<file path="config.mk">
export PLATFORM = sky130hd
export DESIGN_NAME = dcache_wt_param_flat
export DESIGN_NICKNAME = d
export VERILOG_FILES = /design/src/rtl/dcache_wt_param_if.sv /design/src/rtl/dcache_wt_param.sv /design/src/flat_wrapper.sv
export SDC_FILE = /design/constraint.sdc
export NUM_CORES = 1
export LEC_CHECK = 0
export CAP_MARGIN = 20
export CORE_MARGIN = 2
export CORE_UTILIZATION = 53
export DETAILED_ROUTE_END_ITERATION = 7
export PLACE_DENSITY = 0.8
export SLEW_MARGIN = 20
export SYNTH_ARGS = -nofsm -noshare
export SYNTH_HDL_FRONTEND = slang
export SYNTH_SLANG_ARGS = --single-unit
</file>
<file path="constraint.sdc">
create_clock -name clk -period 2.9 [get_ports clk]
set_input_delay 0.435 -clock clk [delete_from_list [all_inputs] [get_ports clk]]
set_output_delay 0.435 -clock clk [all_outputs]
set_load 0.1 [all_outputs]
</file>
<file path="src/rtl/dcache_wt_param_if.sv">
// CPU-side request handshake and line-wide memory bus of the write-through cache.
// master = CPU/memory environment, slave = the cache.
interface dcache_wt_param_if #(
    parameter int ADDR_W         = 16,
    parameter int DATA_W         = 16,
    parameter int WORDS_PER_LINE = 4
);
    logic                             req_valid;
    logic                             req_write;
    logic [ADDR_W-1:0]                req_addr;
    logic [DATA_W-1:0]                req_wdata;
    logic                             req_ready;
    logic [DATA_W-1:0]                req_rdata;
    logic                             req_hit;
    logic                             inval;
    logic                             mem_read;
    logic                             mem_write;
    logic [ADDR_W-1:0]                mem_addr;
    logic [DATA_W-1:0]                mem_wdata;
    logic [WORDS_PER_LINE*DATA_W-1:0] mem_rdata;
    logic                             busy;

    modport master (
        output req_valid, req_write, req_addr, req_wdata, inval, mem_rdata,
        input  req_ready, req_rdata, req_hit, mem_read, mem_write, mem_addr, mem_wdata, busy
    );

    modport slave (
        input  req_valid, req_write, req_addr, req_wdata, inval, mem_rdata,
        output req_ready, req_rdata, req_hit, mem_read, mem_write, mem_addr, mem_wdata, busy
    );
endinterface

</file>
<file path="src/rtl/dcache_wt_param.sv">
// Parametrised direct-mapped write-through, no-write-allocate data cache.
// Define DCACHE_WT_STATS_EN to add saturating hit_count/miss_count outputs.
module dcache_wt_param #(
    parameter int ADDR_W         = 16,
    parameter int DATA_W         = 16,
    parameter int WORDS_PER_LINE = 4,
    parameter int LINES          = 4,
    parameter int MEM_LATENCY    = 4
) (
    input  logic               clk,
    input  logic               reset,
    dcache_wt_param_if.slave   bus
`ifdef DCACHE_WT_STATS_EN
    ,
    output logic [15:0]        hit_count,
    output logic [15:0]        miss_count
`endif
);
    localparam int OFF_W = $clog2(WORDS_PER_LINE);
    localparam int IDX_W = $clog2(LINES);
    localparam int TAG_W = ADDR_W - OFF_W - IDX_W;
    localparam int CNT_W = $clog2(MEM_LATENCY) + 1;

    typedef enum logic [2:0] {S_IDLE, S_LOOKUP, S_REFILL, S_WRITE, S_DONE} state_t;

    state_t                                          state_q, state_d;
    logic [ADDR_W-1:0]                               addr_q, addr_d;
    logic [DATA_W-1:0]                               wdata_q, wdata_d;
    logic                                            write_q, write_d;
    logic                                            hit_q, hit_d;
    logic [CNT_W-1:0]                                cnt_q, cnt_d;
    logic [DATA_W-1:0]                               rdata_q, rdata_d;
    logic [LINES-1:0]                                valid_q, valid_d;
    logic [LINES-1:0][TAG_W-1:0]                     tag_q, tag_d;
    logic [LINES-1:0][WORDS_PER_LINE-1:0][DATA_W-1:0] data_q, data_d;

    logic [OFF_W-1:0] off;
    logic [IDX_W-1:0] idx;
    logic [TAG_W-1:0] tag;
    logic             lookup_hit;

    assign off        = addr_q[OFF_W-1:0];
    assign idx        = addr_q[OFF_W +: IDX_W];
    assign tag        = addr_q[ADDR_W-1 -: TAG_W];
    assign lookup_hit = valid_q[idx] && (tag_q[idx] == tag);

    always_comb begin
        state_d       = state_q;
        addr_d        = addr_q;
        wdata_d       = wdata_q;
        write_d       = write_q;
        hit_d         = hit_q;
        cnt_d         = cnt_q;
        valid_d       = valid_q;
        tag_d         = tag_q;
        data_d        = data_q;
        rdata_d       = rdata_q;
        bus.req_ready = 1'b0;
        bus.req_hit   = 1'b0;
        bus.mem_read  = 1'b0;
        bus.mem_write = 1'b0;
        bus.mem_addr  = '0;
        bus.mem_wdata = '0;
        case (state_q)
            S_IDLE: begin
                if (bus.inval) begin
                    valid_d = '0;
                end else if (bus.req_valid) begin
                    addr_d  = bus.req_addr;
                    wdata_d = bus.req_wdata;
                    write_d = bus.req_write;
                    state_d = S_LOOKUP;
                end
            end
            S_LOOKUP: begin
                hit_d = lookup_hit;
                if (!write_q && lookup_hit) begin
                    bus.req_ready = 1'b1;
                    bus.req_hit   = 1'b1;
                    rdata_d       = data_q[idx][off];
                    state_d       = S_IDLE;
                end else begin
                    cnt_d   = CNT_W'(MEM_LATENCY - 1);
                    state_d = write_q ? S_WRITE : S_REFILL;
                end
            end
            S_REFILL: begin
                bus.mem_read = 1'b1;
                bus.mem_addr = {addr_q[ADDR_W-1:OFF_W], {OFF_W{1'b0}}};
                if (cnt_q == '0) begin
                    data_d[idx]  = bus.mem_rdata;
                    tag_d[idx]   = tag;
                    valid_d[idx] = 1'b1;
                    state_d      = S_DONE;
                end else begin
                    cnt_d = cnt_q - 1'b1;
                end
            end
            S_DONE: begin
                bus.req_ready = 1'b1;
                rdata_d       = data_q[idx][off];
                state_d       = S_IDLE;
            end
            S_WRITE: begin
                bus.mem_write = 1'b1;
                bus.mem_addr  = addr_q;
                bus.mem_wdata = wdata_q;
                if (cnt_q == '0) begin
                    // no-write-allocate: only a resident line is updated
                    if (hit_q) data_d[idx][off] = wdata_q;
                    bus.req_ready = 1'b1;
                    bus.req_hit   = hit_q;
                    state_d       = S_IDLE;
                end else begin
                    cnt_d = cnt_q - 1'b1;
                end
            end
            default: state_d = S_IDLE;
        endcase
    end

    // Load data is shown combinationally on the completion cycle and held afterwards.
    assign bus.req_rdata = (bus.req_ready && !write_q) ? rdata_d : rdata_q;
    assign bus.busy      = (state_q != S_IDLE);

    always_ff @(posedge clk) begin
        if (reset) begin
            state_q <= S_IDLE;
            addr_q  <= '0;
            wdata_q <= '0;
            write_q <= 1'b0;
            hit_q   <= 1'b0;
            cnt_q   <= '0;
            rdata_q <= '0;
            valid_q <= '0;
        end else begin
            state_q <= state_d;
            addr_q  <= addr_d;
            wdata_q <= wdata_d;
            write_q <= write_d;
            hit_q   <= hit_d;
            cnt_q   <= cnt_d;
            rdata_q <= rdata_d;
            valid_q <= valid_d;
        end
    end

    // Tags and data need no reset; a line is only visible through its valid bit.
    always_ff @(posedge clk) begin
        tag_q  <= tag_d;
        data_q <= data_d;
    end

`ifdef DCACHE_WT_STATS_EN
    logic [15:0] hit_count_q, hit_count_d;
    logic [15:0] miss_count_q, miss_count_d;

    always_comb begin
        hit_count_d  = hit_count_q;
        miss_count_d = miss_count_q;
        if (bus.req_ready) begin
            if (bus.req_hit) begin
                if (hit_count_q != 16'hFFFF) hit_count_d = hit_count_q + 16'd1;
            end else begin
                if (miss_count_q != 16'hFFFF) miss_count_d = miss_count_q + 16'd1;
            end
        end
    end

    always_ff @(posedge clk) begin
        if (reset) begin
            hit_count_q  <= '0;
            miss_count_q <= '0;
        end else begin
            hit_count_q  <= hit_count_d;
            miss_count_q <= miss_count_d;
        end
    end

    assign hit_count  = hit_count_q;
    assign miss_count = miss_count_q;
`endif
endmodule
</file>
<file path="src/flat_wrapper.sv">
// flat-port wrapper written by rule: the top's interface ports become plain ports
module dcache_wt_param_flat 
#(
    parameter int ADDR_W         = 16,
    parameter int DATA_W         = 16,
    parameter int WORDS_PER_LINE = 4,
    parameter int LINES          = 4,
    parameter int MEM_LATENCY    = 4
)
  (clk, reset, bus_req_valid, bus_req_write, bus_req_addr, bus_req_wdata, bus_inval, bus_mem_rdata, bus_req_ready, bus_req_rdata, bus_req_hit, bus_mem_read, bus_mem_write, bus_mem_addr, bus_mem_wdata, bus_busy);
  dcache_wt_param_if #(.ADDR_W(ADDR_W), .DATA_W(DATA_W), .WORDS_PER_LINE(WORDS_PER_LINE)) bus_i ();
  input  logic clk;
  input  logic reset;
  input wire logic [$bits(bus_i.req_valid)-1:0] bus_req_valid;
  input wire logic [$bits(bus_i.req_write)-1:0] bus_req_write;
  input wire logic [$bits(bus_i.req_addr)-1:0] bus_req_addr;
  input wire logic [$bits(bus_i.req_wdata)-1:0] bus_req_wdata;
  input wire logic [$bits(bus_i.inval)-1:0] bus_inval;
  input wire logic [$bits(bus_i.mem_rdata)-1:0] bus_mem_rdata;
  output wire logic [$bits(bus_i.req_ready)-1:0] bus_req_ready;
  output wire logic [$bits(bus_i.req_rdata)-1:0] bus_req_rdata;
  output wire logic [$bits(bus_i.req_hit)-1:0] bus_req_hit;
  output wire logic [$bits(bus_i.mem_read)-1:0] bus_mem_read;
  output wire logic [$bits(bus_i.mem_write)-1:0] bus_mem_write;
  output wire logic [$bits(bus_i.mem_addr)-1:0] bus_mem_addr;
  output wire logic [$bits(bus_i.mem_wdata)-1:0] bus_mem_wdata;
  output wire logic [$bits(bus_i.busy)-1:0] bus_busy;
  assign bus_i.req_valid = bus_req_valid;
  assign bus_i.req_write = bus_req_write;
  assign bus_i.req_addr = bus_req_addr;
  assign bus_i.req_wdata = bus_req_wdata;
  assign bus_i.inval = bus_inval;
  assign bus_i.mem_rdata = bus_mem_rdata;
  assign bus_req_ready = bus_i.req_ready;
  assign bus_req_rdata = bus_i.req_rdata;
  assign bus_req_hit = bus_i.req_hit;
  assign bus_mem_read = bus_i.mem_read;
  assign bus_mem_write = bus_i.mem_write;
  assign bus_mem_addr = bus_i.mem_addr;
  assign bus_mem_wdata = bus_i.mem_wdata;
  assign bus_busy = bus_i.busy;
  dcache_wt_param #(.ADDR_W(ADDR_W), .DATA_W(DATA_W), .WORDS_PER_LINE(WORDS_PER_LINE), .LINES(LINES), .MEM_LATENCY(MEM_LATENCY)) u_core (.clk(clk), .reset(reset), .bus(bus_i));
endmodule
</file>
==> results of run 1 <==
==> cell type report <==
cell class	count	area (um2)
flip-flops and latches	364	10300
fillers	2141	10300
multi-input cells	822	6750
repair buffers	282	3250
clock buffers	57	1090
well taps	442	553
inverters	24	90.1
clock inverters	10	82.6
==> synthesized netlist by cell type (all sizes together), types with 2 or more instances <==
| cell type | instances |
|---|---|
| dfxtp | 60 |
| a211oi | 3 |
| nor4 | 2 |
| buf | 21 |
| ha | 2 |
| o22a | 33 |
| o21ai | 70 |
| and3 | 4 |
| mux2 | 2 |
| edfxtp | 304 |
| nor2 | 59 |
| xor2 | 9 |
| clkbuf | 97 |
| nand3 | 4 |
| nor3 | 8 |
| o32ai | 2 |
| and2 | 14 |
| a21oi | 40 |
| inv | 23 |
| mux4 | 70 |
| o31a | 16 |
| o21a | 8 |
| a22o | 192 |
| o22ai | 17 |
| nand2b | 11 |
| xnor2 | 5 |
| nand2 | 162 |
| nor3b | 16 |
| nor2b | 8 |
| or2 | 7 |
| mux2i | 45 |
==> registers in the layout, indices dropped and copies added, names as in the netlist, 3 cells and up <==
name,count
u_core.data_q,256
u_core.rdata_q,16
u_core.tag_q,48
u_core.state_q,3
u_core.wdata_q,16
u_core.valid_q,4
u_core.addr_q,16
u_core.cnt_q,3
==> cell families (layout without fill, tap and decap cells) <==
logic type	after synthesis	count (layout)	share of synthesized area (%)
XOR/XNOR	14	14	0.706
AO/OA/AOI/OAI	389	389	17.0
AND/OR/NAND/NOR	299	300	7.67
adder cells (fa/ha/maj)	2	2	0.144
multiplexers	117	117	11.8
buffers and inverters	142	373	3.25
flip-flops	364	364	59.4
==> power by group <==
group          internal [W]  total [W]  leakage, nW  switching [W]
combinational      0.000470    0.00101         3.67       0.000545
sequential          0.00568    0.00571         3.32      0.0000349
clock               0.00270    0.00468        0.575        0.00198
total               0.00885     0.0114         7.56        0.00256
==> critical path: stages, from the launching register on <==
cell and delay [ps]:
dfxtp_4 400, mux4_2 520, xor2_1 170, nor4_2 250, o21ai_1 160, or4b_4 550
a211oi_4 260, buf_12 200, o22a_2 190, buf_12 170
==> repair_timing <==
action,CTS,global route
cloned,1,2
buffers inserted,3,0
setup endpoints to repair,34,45
pin swaps,5,2
resized for setup,20,14
==> layer usage <==
layer  wire [um]  vias to the layer above
met3        6450                      197
li1            -                     5591
met5           0                        -
met2       25300                     1060
met4        2640                        0
met1       18400                     6417
==> worst min path at each step <==
stage	depth (start not counted)	slack (ps)	end
global placement	1	440	u_core.valid_q[2]
finish	2	380	u_core.hit_q
detailed placement	2	450	u_core.wdata_q[4]
floorplan	1	440	u_core.valid_q[2]
global route	2	420	u_core.hit_q
CTS	2	360	u_core.hit_q
==> metrics by stage <==
stage | hold slack (ps) | utilization, % | std cells | instance area, um2 | TNS, ps
after global placement | 441 | 64.1 | 1928 | 20800 | -7280
after CTS | 364 | 68.0 | 1999 | 22100 | -16580
after global routing | 423 | 68.2 | 2001 | 22100 | -18170
after detailed placement | 450 | 64.1 | 1928 | 20800 | -7500
final | 382 | 68.2 | 2001 | 22100 | -15820
after floorplan | 435 | - | 1327 | 17500 | -6400
==> qor_table.md, run 1 <==
| Metric | Reported | Unit |
| --- | --- | --- |
| Combined area of all synthesized cells | 17400 | um2 |
| Quantity of I/O buffers inserted on ports | 153 | - |
| GRT overflow | 0 | - |
| Number of antenna violations at the first check in global routing | 0 | - |
| Remaining routing DRC violations | 0 | - |
| Maximum buffer depth of the clock tree | 3 | - |
| Height of the chip | 185 | um |
| TritonCTS Sinks | 364 | - |
| Share of layout cells above drive strength 1 | 23.7 | % |
| Overall Global Routing Usage | 31.0 | % |
| Final Power | 0.0114 | W |
| Relative slew margins | 49.1 | % |
| Main area contributors after synthesis | edfxtp_1, a22o_1, mux4_2 | - |
| Leading cell type in the layout, fill and taps excluded | edfxtp_1 | - |
| Result of the run | finished with violations | - |
| Clock input transition at the sequential cells of the worst setup and hold paths | 60 | ps |
| Critical path class | flip-flop to output pin | - |
| Layout overhead on the synthesized area | 27.4 | % |
| Number of warnings printed during yosys synthesis | 0 | - |
| Required time of the critical path | 2470 | ps |
| Worst slack after detailed placement | -431 | ps |
| Die width | 185 | um |
| P per Cell Area | 515 | nW/um2 |
| FF-to-FF Start | u_core.addr_q[2] | - |
| Max Cap Violations | 0 | - |
| Pin count of the biggest net entering global routing | 57 | - |
| Wire length after detailed routing | 52700 | um |
| Synth async-reset ratio | 0 | % |
| Worst-case vdd ir drop | 0.350 | mV |
| Worst setup startpoint | u_core.addr_q[2] | - |
| Via density per instance | 6.63 | - |
| Endpoint type of the worst setup path | output pin | - |
| Violated checks | setup timing | - |
| Static Leakage | 7.56 | nW |
| Dpl hpwl | 33800 | um |
| Minimum clock period | 3820 | ps |
| CTS tree | done | - |
| Effective utilization at floorplan | 53.6 | % |
| Worst reg-to-reg path cell count | 11 | - |
| Post-route clock period utilization | 132 | % |
| Most area-hungry cell type in the Yosys netlist | edfxtp_1 | - |
| Main synth FF type | edfxtp_1 | - |
| Met1 routing resource usage after global routing | 40.0 | % |
| Root buffer selected by CTS | clkbuf_16 | - |
| First DRT Iteration DRCs | 1838 | - |
| Routed WL per cell | 26.3 | um |
| Number of setup violations in the final report | 18 | - |
| Post-synthesis average cell area | 13.1 | um2 |
| Data arrival time at the worst-slack endpoint | 3380 | ps |
| Antenna violation net count after detailed routing | 0 | - |
| Routability cong. | 0.874 | - |
| Full die area | 34300 | um2 |
| Floorplan row count | 66 | - |
| Ant. Diodes | 0 | - |
| Largest fanout of any net on the critical path | 16 | - |
| Sort of element at the start of the critical path | flip-flop | - |
| Count of TritonRoute iterations in the first routing pass | 5 | - |
| Worst Hold Class | input port to flip-flop | - |
| Count of unique library cells instantiated by Yosys | 49 | - |
| Deepest level of the CTS H-tree | 2 | - |
| Number of enable-type register cells in the synthesized netlist | 304 | - |
| First-pass GRT wire length | 78300 | um |
| Maximum achievable frequency | 0.262 | GHz |
| Count of mapped cells out of synthesis | 1327 | - |
| Final hold vios | 0 | - |
| Routed vias | 13300 | - |
| Core box area | 32500 | um2 |
| Commonest cells after routing, fill and taps aside | edfxtp_1, a22o_1, nand2_1 | - |
| Via count of the first global-routing pass | 13100 | - |
| Fraction of synthesized cell area taken by the top area cell type | 52.5 | % |
| Worst Tran Pin Value | 760 | ps |
| Last element of the critical path | bus_req_rdata[15] | - |
| Met2 track demand over resource | 51.0 | % |
| Net count after synthesis | 1430 | - |
| Post-cts hold buffer count | 0 | - |
| Endpoint of the worst register-to-register path | u_core.rdata_q[7] | - |
| Clock latency at the later pin of the worst-skew pair | 530 | ps |
| I/O Pins | 154 | - |
| Final net count | 1636 | - |
| Worst Clk Skew | 14.0 | ps |
| Met3 track utilization from global routing | 6.31 | % |
| Number of register bits inferred by synthesis | 364 | - |
| Global routing's busiest layer | met2 | - |
| Number of pins exceeding their max-slew limit in the final report | 0 | - |
| Startpoint of the most critical hold path | reset | - |
| Portion of the post-synthesis area used by sequential elements | 59.4 | % |
| Final critical-path setup slack | -920 | ps |
| Setup repair after global routing missed its margin | yes | - |
| Number of clock buffers inserted by TritonCTS | 39 | - |
| Register-to-register setup slack | 100 | ps |
(Power assumes the default switching activity.)
==> run 2, diff against run 1 <==
Settings changed: SETUP_SLACK_MARGIN set to 0.15.
==> run 2 against run 1 <==
Effect of this change: the flow still finishes with violations (setup timing); combinational power up 7%; critical path type unchanged; final area rose by 2.6%; critical endpoint is now bus_req_rdata[11]; non-clock buffer count up 22; sequential share of layout area is 1.2 points lower; clock power is 2% higher; cell count rose by 1.3%; largest cell class unchanged; routed wire length grew 5.3%.
==> qor_table.md, run 2 (synthesis results as in run 1) <==
| Metric | Reported | Unit | Delta |
| --- | --- | --- | --- |
| Routed WL per cell | 27.4 | um | was 26.3 um |
| Relative slew margins | 53.2 | % | was 49.1% |
| TritonCTS Sinks | 364 | - | unchanged |
| Maximum achievable frequency | 0.257 | GHz | was 0.262 GHz |
| Worst slack after detailed placement | -442 | ps | was -431 ps |
| Static Leakage | 7.82 | nW | was 7.56 nW |
| Ant. Diodes | 0 | - | unchanged |
| Number of setup violations in the final report | 18 | - | unchanged |
| Setup repair after global routing missed its margin | yes | - | unchanged |
| Worst Clk Skew | 36.1 | ps | was 14.0 ps |
| Worst Tran Pin Value | 699 | ps | was 760 ps |
| Leading cell type in the layout, fill and taps excluded | edfxtp_1 | - | unchanged |
| Dpl hpwl | 34400 | um | was 33800 um |
| Final critical-path setup slack | -984 | ps | was -920 ps |
| Number of antenna violations at the first check in global routing | 0 | - | unchanged |
| First DRT Iteration DRCs | 1650 | - | was 1838 |
| I/O Pins | 154 | - | unchanged |
| Routability cong. | 0.872 | - | was 0.874 |
| Number of clock buffers inserted by TritonCTS | 39 | - | unchanged |
| Core box area | 32500 | um2 | unchanged |
| Layout overhead on the synthesized area | 30.8 | % | was 27.4% |
| Crit-path cells | mux4_2, xor2_1, nor4_1, o21ai_1, or4b_4, a211oi_4, buf_12, o22a_4, buf_12 | - | was mux4_2, xor2_1, nor4_2, o21ai_1, or4b_4, a211oi_4, buf_12, o22a_2, buf_12 |
| Remaining routing DRC violations | 0 | - | unchanged |
| Violated checks | setup timing | - | unchanged |
| Overall Global Routing Usage | 31.7 | % | was 31.0% |
| Post-route clock period utilization | 134 | % | was 132% |
| Height of the chip | 185 | um | unchanged |
| Routed vias | 13600 | - | was 13300 |
| Critical Path Max Stage Delay | 550 | ps | about the same |
| Maximum buffer depth of the clock tree | 3 | - | unchanged |
| Final net count | 1658 | - | was 1636 |
| Result of the run | finished with violations | - | unchanged |
| Clock input transition at the sequential cells of the worst setup and hold paths | 60 | ps | about the same |
| Worst hold slack after final layout | 452 | ps | was 382 ps |
| Endpoint type of the worst setup path | output pin | - | unchanged |
| Count of TritonRoute iterations in the first routing pass | 5 | - | unchanged |
| Largest registers | u_core.data_q (256), u_core.tag_q (48) | - | unchanged |
| Root buffer selected by CTS | clkbuf_16 | - | unchanged |
| Critical path class | flip-flop to output pin | - | unchanged |
| P per Cell Area | 510 | nW/um2 | was 515 nW/um2 |
| Deepest level of the CTS H-tree | 2 | - | unchanged |
| Most used cell, CP | buf_12 | - | unchanged |
| Largest Register | u_core.data_q | - | unchanged |
| Setup Total Neg Slack | -17130 | ps | was -15820 ps |
| Pin count of the biggest net entering global routing | 46 | - | was 57 |
| Via count of the first global-routing pass | 13300 | - | was 13100 |
| Largest fanout of any net on the critical path | 16 | - | unchanged |
| First-pass GRT wire length | 79500 | um | was 78300 um |
| CTS tree | done | - | unchanged |
| Clock latency at the later pin of the worst-skew pair | 550 | ps | was 530 ps |
| Worst-case vdd ir drop | 0.529 | mV | was 0.350 mV |
| Die width | 185 | um | unchanged |
| Quantity of I/O buffers inserted on ports | 153 | - | unchanged |
| Flip-flop count of the largest register, all copies and words added | 256 | - | unchanged |
| Sort of element at the start of the critical path | flip-flop | - | unchanged |
| Max Cap Violations | 0 | - | unchanged |
| Via density per instance | 6.69 | - | was 6.63 |
| Antenna violation net count after detailed routing | 0 | - | unchanged |
| Final core occ | 70.0 | % | was 68.2% |
| Effective utilization at floorplan | 53.6 | % | unchanged |
| Share of layout cells above drive strength 1 | 28.6 | % | was 23.7% |
| Required time of the critical path | 2470 | ps | about the same |
| Number of pins exceeding their max-slew limit in the final report | 0 | - | unchanged |
| Worst Hold Class | input port to flip-flop | - | unchanged |
| Minimum clock period | 3880 | ps | was 3820 ps |
| Full die area | 34300 | um2 | unchanged |
| GRT overflow | 0 | - | unchanged |
| Wire length after detailed routing | 55500 | um | was 52700 um |
| Commonest cells after routing, fill and taps aside | edfxtp_1, a22o_1, nand2_1 | - | unchanged |
| Final hold vios | 0 | - | unchanged |
| Floorplan row count | 66 | - | unchanged |
| Data arrival time at the worst-slack endpoint | 3450 | ps | was 3380 ps |
| Slowest stage cell, crit path | or4b_4 | - | unchanged |
[run 2: cell types whose count changed in the layout (fill, tap and decap cells not counted), moves of 6 or more]
cell / delta
nor3b_1: -11
buf_4: +10
inv_1: -10
nor2_1: -23
nor3b_2: +11
nor2_2: +19
clkinv_2: +7
inv_2: +9
buf_12: +6
[run 2: stage by stage]
stage          total power (W)  instance area (um2)  instances
2_1_floorplan          0.00636                17600       1327
3_3_place_gp           0.00680                21000       1942
3_5_place_dp           0.00682                21000       1942
4_1_cts                 0.0115                22300       2017
5_1_grt                 0.0119                22700       2027
6_report                0.0116                22700       2027
[run 2: power breakdown]
group / total (W) / switching (W) / internal (W) / leakage, nW
registers: 0.00571 / 0.0000359 / 0.00568 / 3.32
clock network: 0.00479 / 0.00202 / 0.00277 / 0.605
logic: 0.00108 / 0.000573 / 0.000506 / 3.89
[run 2: worst max-delay path, delay by kind of cell, from the launching register on]
kind                      cells  cell delay (ps)
and+or+nand+nor               2              820
muxes                         1              520
DFF                           1              420
AOI/OAI and AO/OA             3              610
buffers and inverters         2              370
xor gates and xnor gates      1              150
[run 2: routing by layer]
metal	up-vias	part of all wire (%)	GRT usage, %
met2	1083	49	53.2
met1	6636	34	39.6
met3	211	12	5.88
met5	-	0	0
li1	5640	-	-
met4	0	5.4	15.6
[run 2: what timing repair did]
item	4_1_cts	5_1_grt
cloned	1	2
setup buffers	3	8
hold buffers	0	0
pin swaps	4	12
gates resized for setup	33	79
setup endpoints to repair	67	83
[run 2: worst paths after layout]
check,from,to,slack (ps),cells past startpoint
hold reg to reg,u_core.wdata_q[5],u_core.wdata_q[5],460,2
hold / removal,bus_req_wdata[13],u_core.wdata_q[13],450,3
setup reg to reg,u_core.addr_q[3],u_core.rdata_q[10],110,12
setup / recovery,u_core.addr_q[2],bus_req_rdata[11],-980,9
[run 2: final cells by class]
class / count / area (um2)
Timing Repair Buffer: 304 / 3520
Inverter: 24 / 95.1
Sequential cell: 364 / 10300
Fill cell: 2078 / 9720
Multi-Input combinational cell: 822 / 7000
Tap cell: 442 / 553
Clock inverter: 20 / 161
Clock buffer: 51 / 1060
==> run 3, diff against run 2 <==
Settings changed: CORE_UTILIZATION 53 to 50, PLACE_DENSITY 0.8 to 0.76, SLEW_MARGIN 20 to unset.
==> run 3 against run 2 <==
Effect of this change: the run still ends with setup timing left; cell count rose by 0.44%; utilization is 3.8 points lower; worst hold slack worse by 2.4 ps; setup slack lost 20 ps; critical path type unchanged.
==> qor_table.md, run 3 (synthesis results as in run 1) <==
| Metric | Reported | Unit | Delta |
| --- | --- | --- | --- |
| Critical path class | flip-flop to output pin | - | unchanged |
| Antenna violation net count after detailed routing | 0 | - | unchanged |
| Via density per instance | 6.43 | - | was 6.69 |
| Overall Global Routing Usage | 29.0 | % | was 31.7% |
| Number of clock buffers inserted by TritonCTS | 39 | - | unchanged |
| Floorplan row count | 68 | - | was 66 |
| Routed vias | 13100 | - | was 13600 |
| CTS tree | done | - | unchanged |
| Largest Register | u_core.data_q | - | unchanged |
| Placed instance area | 21000 | um2 | about the same |
| I/O Pins | 154 | - | unchanged |
| Startpoint of the most critical hold path | bus_req_addr[6] | - | was bus_req_wdata[13] |
| Hold depth | 3 | - | unchanged |
| First-pass GRT wire length | 78500 | um | was 79500 um |
| Number of antenna violations at the first check in global routing | 0 | - | unchanged |
| TritonCTS Sinks | 364 | - | unchanged |
| Quantity of I/O buffers inserted on ports | 153 | - | unchanged |
| Effective utilization at floorplan | 50.6 | % | was 53.6% |
| Final critical-path setup slack | -1000 | ps | was -984 ps |
| Pin count of the biggest net entering global routing | 49 | - | was 46 |
| Clock input transition at the sequential cells of the worst setup and hold paths | 60 | ps | about the same |
| Maximum buffer depth of the clock tree | 3 | - | unchanged |
| Final hold vios | 0 | - | unchanged |
| Commonest cells after routing, fill and taps aside | edfxtp_1, a22o_1, nand2_1 | - | unchanged |
| Full die area | 36300 | um2 | was 34300 um2 |
| Final std cell area, no fill | 22800 | um2 | was 22700 um2 |
| Deepest level of the CTS H-tree | 2 | - | unchanged |
| Post-cts hold buffer count | 0 | - | unchanged |
| Setup Total Neg Slack | -17380 | ps | was -17130 ps |
| Dpl hpwl | 34400 | um | about the same |
| Result of the run | finished with violations | - | unchanged |
| Worst-case vdd ir drop | 0.427 | mV | was 0.529 mV |
| First DRT Iteration DRCs | 1468 | - | was 1650 |
| Final Power | 0.0115 | W | was 0.0116 W |
| Core box area | 34400 | um2 | was 32500 um2 |
| Number of pins exceeding their max-slew limit in the final report | 0 | - | unchanged |
| Routability cong. | 0.875 | - | was 0.872 |
| Minimum clock period | 3900 | ps | was 3880 ps |
| Routed WL per cell | 26.1 | um | was 27.4 um |
| Height of the chip | 190 | um | was 185 um |
| Wire length after detailed routing | 53100 | um | was 55500 um |
| Post-route clock period utilization | 135 | % | was 134% |
| Layout filler cell count | 2424 | - | was 2078 |
| Final core occ | 66.2 | % | was 70.0% |
| Final net count | 1654 | - | was 1658 |
| Max Cap Violations | 0 | - | unchanged |
| Via count of the first global-routing pass | 13200 | - | was 13300 |
| GRT overflow | 0 | - | unchanged |
| Number of setup violations in the final report | 18 | - | unchanged |
| Endpoint of the worst register-to-register path | u_core.rdata_q[11] | - | was u_core.rdata_q[10] |
| Setup repair after global routing missed its margin | yes | - | unchanged |
| Required time of the critical path | 2470 | ps | about the same |
| Largest fanout of any net on the critical path | 16 | - | unchanged |
| Flip-flop count of the largest register, all copies and words added | 256 | - | unchanged |
| Worst Tran Pin Value | 838 | ps | was 699 ps |
| Worst Clk Skew | 23.0 | ps | was 36.1 ps |
| Clock latency at the later pin of the worst-skew pair | 540 | ps | was 550 ps |
| Remaining routing DRC violations | 0 | - | unchanged |
| Layout overhead on the synthesized area | 30.9 | % | was 30.8% |
| Static Leakage | 7.80 | nW | was 7.82 nW |
| Register-to-register setup slack | 20 | ps | was 110 ps |
| Relative slew margins | 44.2 | % | was 53.2% |
| Worst hold endpoint | u_core.addr_q[6] | - | was u_core.wdata_q[13] |
| Endpoint type of the worst setup path | output pin | - | unchanged |
| Root buffer selected by CTS | clkbuf_16 | - | unchanged |
| Sort of element at the start of the critical path | flip-flop | - | unchanged |
| Ant. Diodes | 0 | - | unchanged |
| Share of layout cells above drive strength 1 | 28.4 | % | was 28.6% |
| Die width | 190 | um | was 185 um |
| Violated checks | setup timing | - | unchanged |
| P per Cell Area | 506 | nW/um2 | was 510 nW/um2 |
| Leading cell type in the layout, fill and taps excluded | edfxtp_1 | - | unchanged |
| Worst Hold Class | input port to flip-flop | - | unchanged |
| Count of TritonRoute iterations in the first routing pass | 5 | - | unchanged |
| Maximum achievable frequency | 0.256 | GHz | was 0.257 GHz |
| FF-to-FF Start | u_core.addr_q[2] | - | was u_core.addr_q[3] |
| Worst reg-to-reg path cell count | 11 | - | was 12 |
| Data arrival time at the worst-slack endpoint | 3470 | ps | was 3450 ps |
| Largest registers | u_core.data_q (256), u_core.tag_q (48) | - | unchanged |
run 3: layout make-up:
cell class                 instances  area [um2]  share of cell area [%]
timing repair buffer             300        3520                    15.5
tap                              455         569                    2.50
clock inverter                    17         125                   0.550
clock buffer                      54        1080                    4.76
multi-input combinational        822        7020                    30.8
sequential                       364       10300                    45.4
inverter                          24        96.3                   0.423
run 3: power by group:
part	switching [W]	internal, W	leakage (nW)
clock network	0.00204	0.00271	0.589
logic	0.000548	0.000495	3.89
registers	0.0000432	0.00568	3.32
total	0.00263	0.00889	7.80
run 3: what timing repair did:
action,4_1_cts,5_1_grt
setup endpoints to repair,83,65
resized for setup,84,25
gates cloned,2,1
pin swaps,15,9
setup buffers,1,11
run 3: worst max-delay path by stage:
stage | start | end | slack (ps) | cells after the start
5_1_grt | u_core.addr_q[2] | bus_req_rdata[15] | -1090 | 9
3_5_place_dp | u_core.addr_q[2] | bus_req_rdata[9] | -550 | 9
2_1_floorplan | u_core.addr_q[2] | bus_req_rdata[10] | -390 | 9
6_report | u_core.addr_q[3] | bus_req_rdata[15] | -1000 | 10
4_1_cts | u_core.addr_q[2] | bus_req_rdata[15] | -1090 | 9
3_3_place_gp | u_core.addr_q[2] | bus_req_rdata[14] | -510 | 9
run 3: metrics by stage:
| stage | hold slack, ps | setup slack [ps] | instances |
|---|---|---|---|
| 2_1_floorplan | 435 | -390 | 1327 |
| 3_3_place_gp | 443 | -509 | 1950 |
| 3_5_place_dp | 448 | -550 | 1950 |
| 4_1_cts | 441 | -1090 | 2024 |
| 5_1_grt | 474 | -1090 | 2036 |
| 6_report | 450 | -1000 | 2036 |
run 3: metal layers:
metal / vias up / track usage [%] / wire length [um] / part of all wire [%]
met3: 149 / 5.24 / 5210 / 9.8
li1: 5622 / - / - / -
met5: - / 0 / 0 / 0
met4: 0 / 14.1 / 2720 / 5.1
met1: 6462 / 36.5 / 19300 / 36
met2: 853 / 48.4 / 25800 / 49
run 3: critical path: stages, from the launching register on:
cell       delay, ps
dfxtp_4          450
mux2_2           380
o2bb2ai_1        160
nor4_2           310
buf_4            180
nand2_1           70
or4b_4           560
a211oi_4         260
buf_12           200
o22a_2           180
buf_12           170
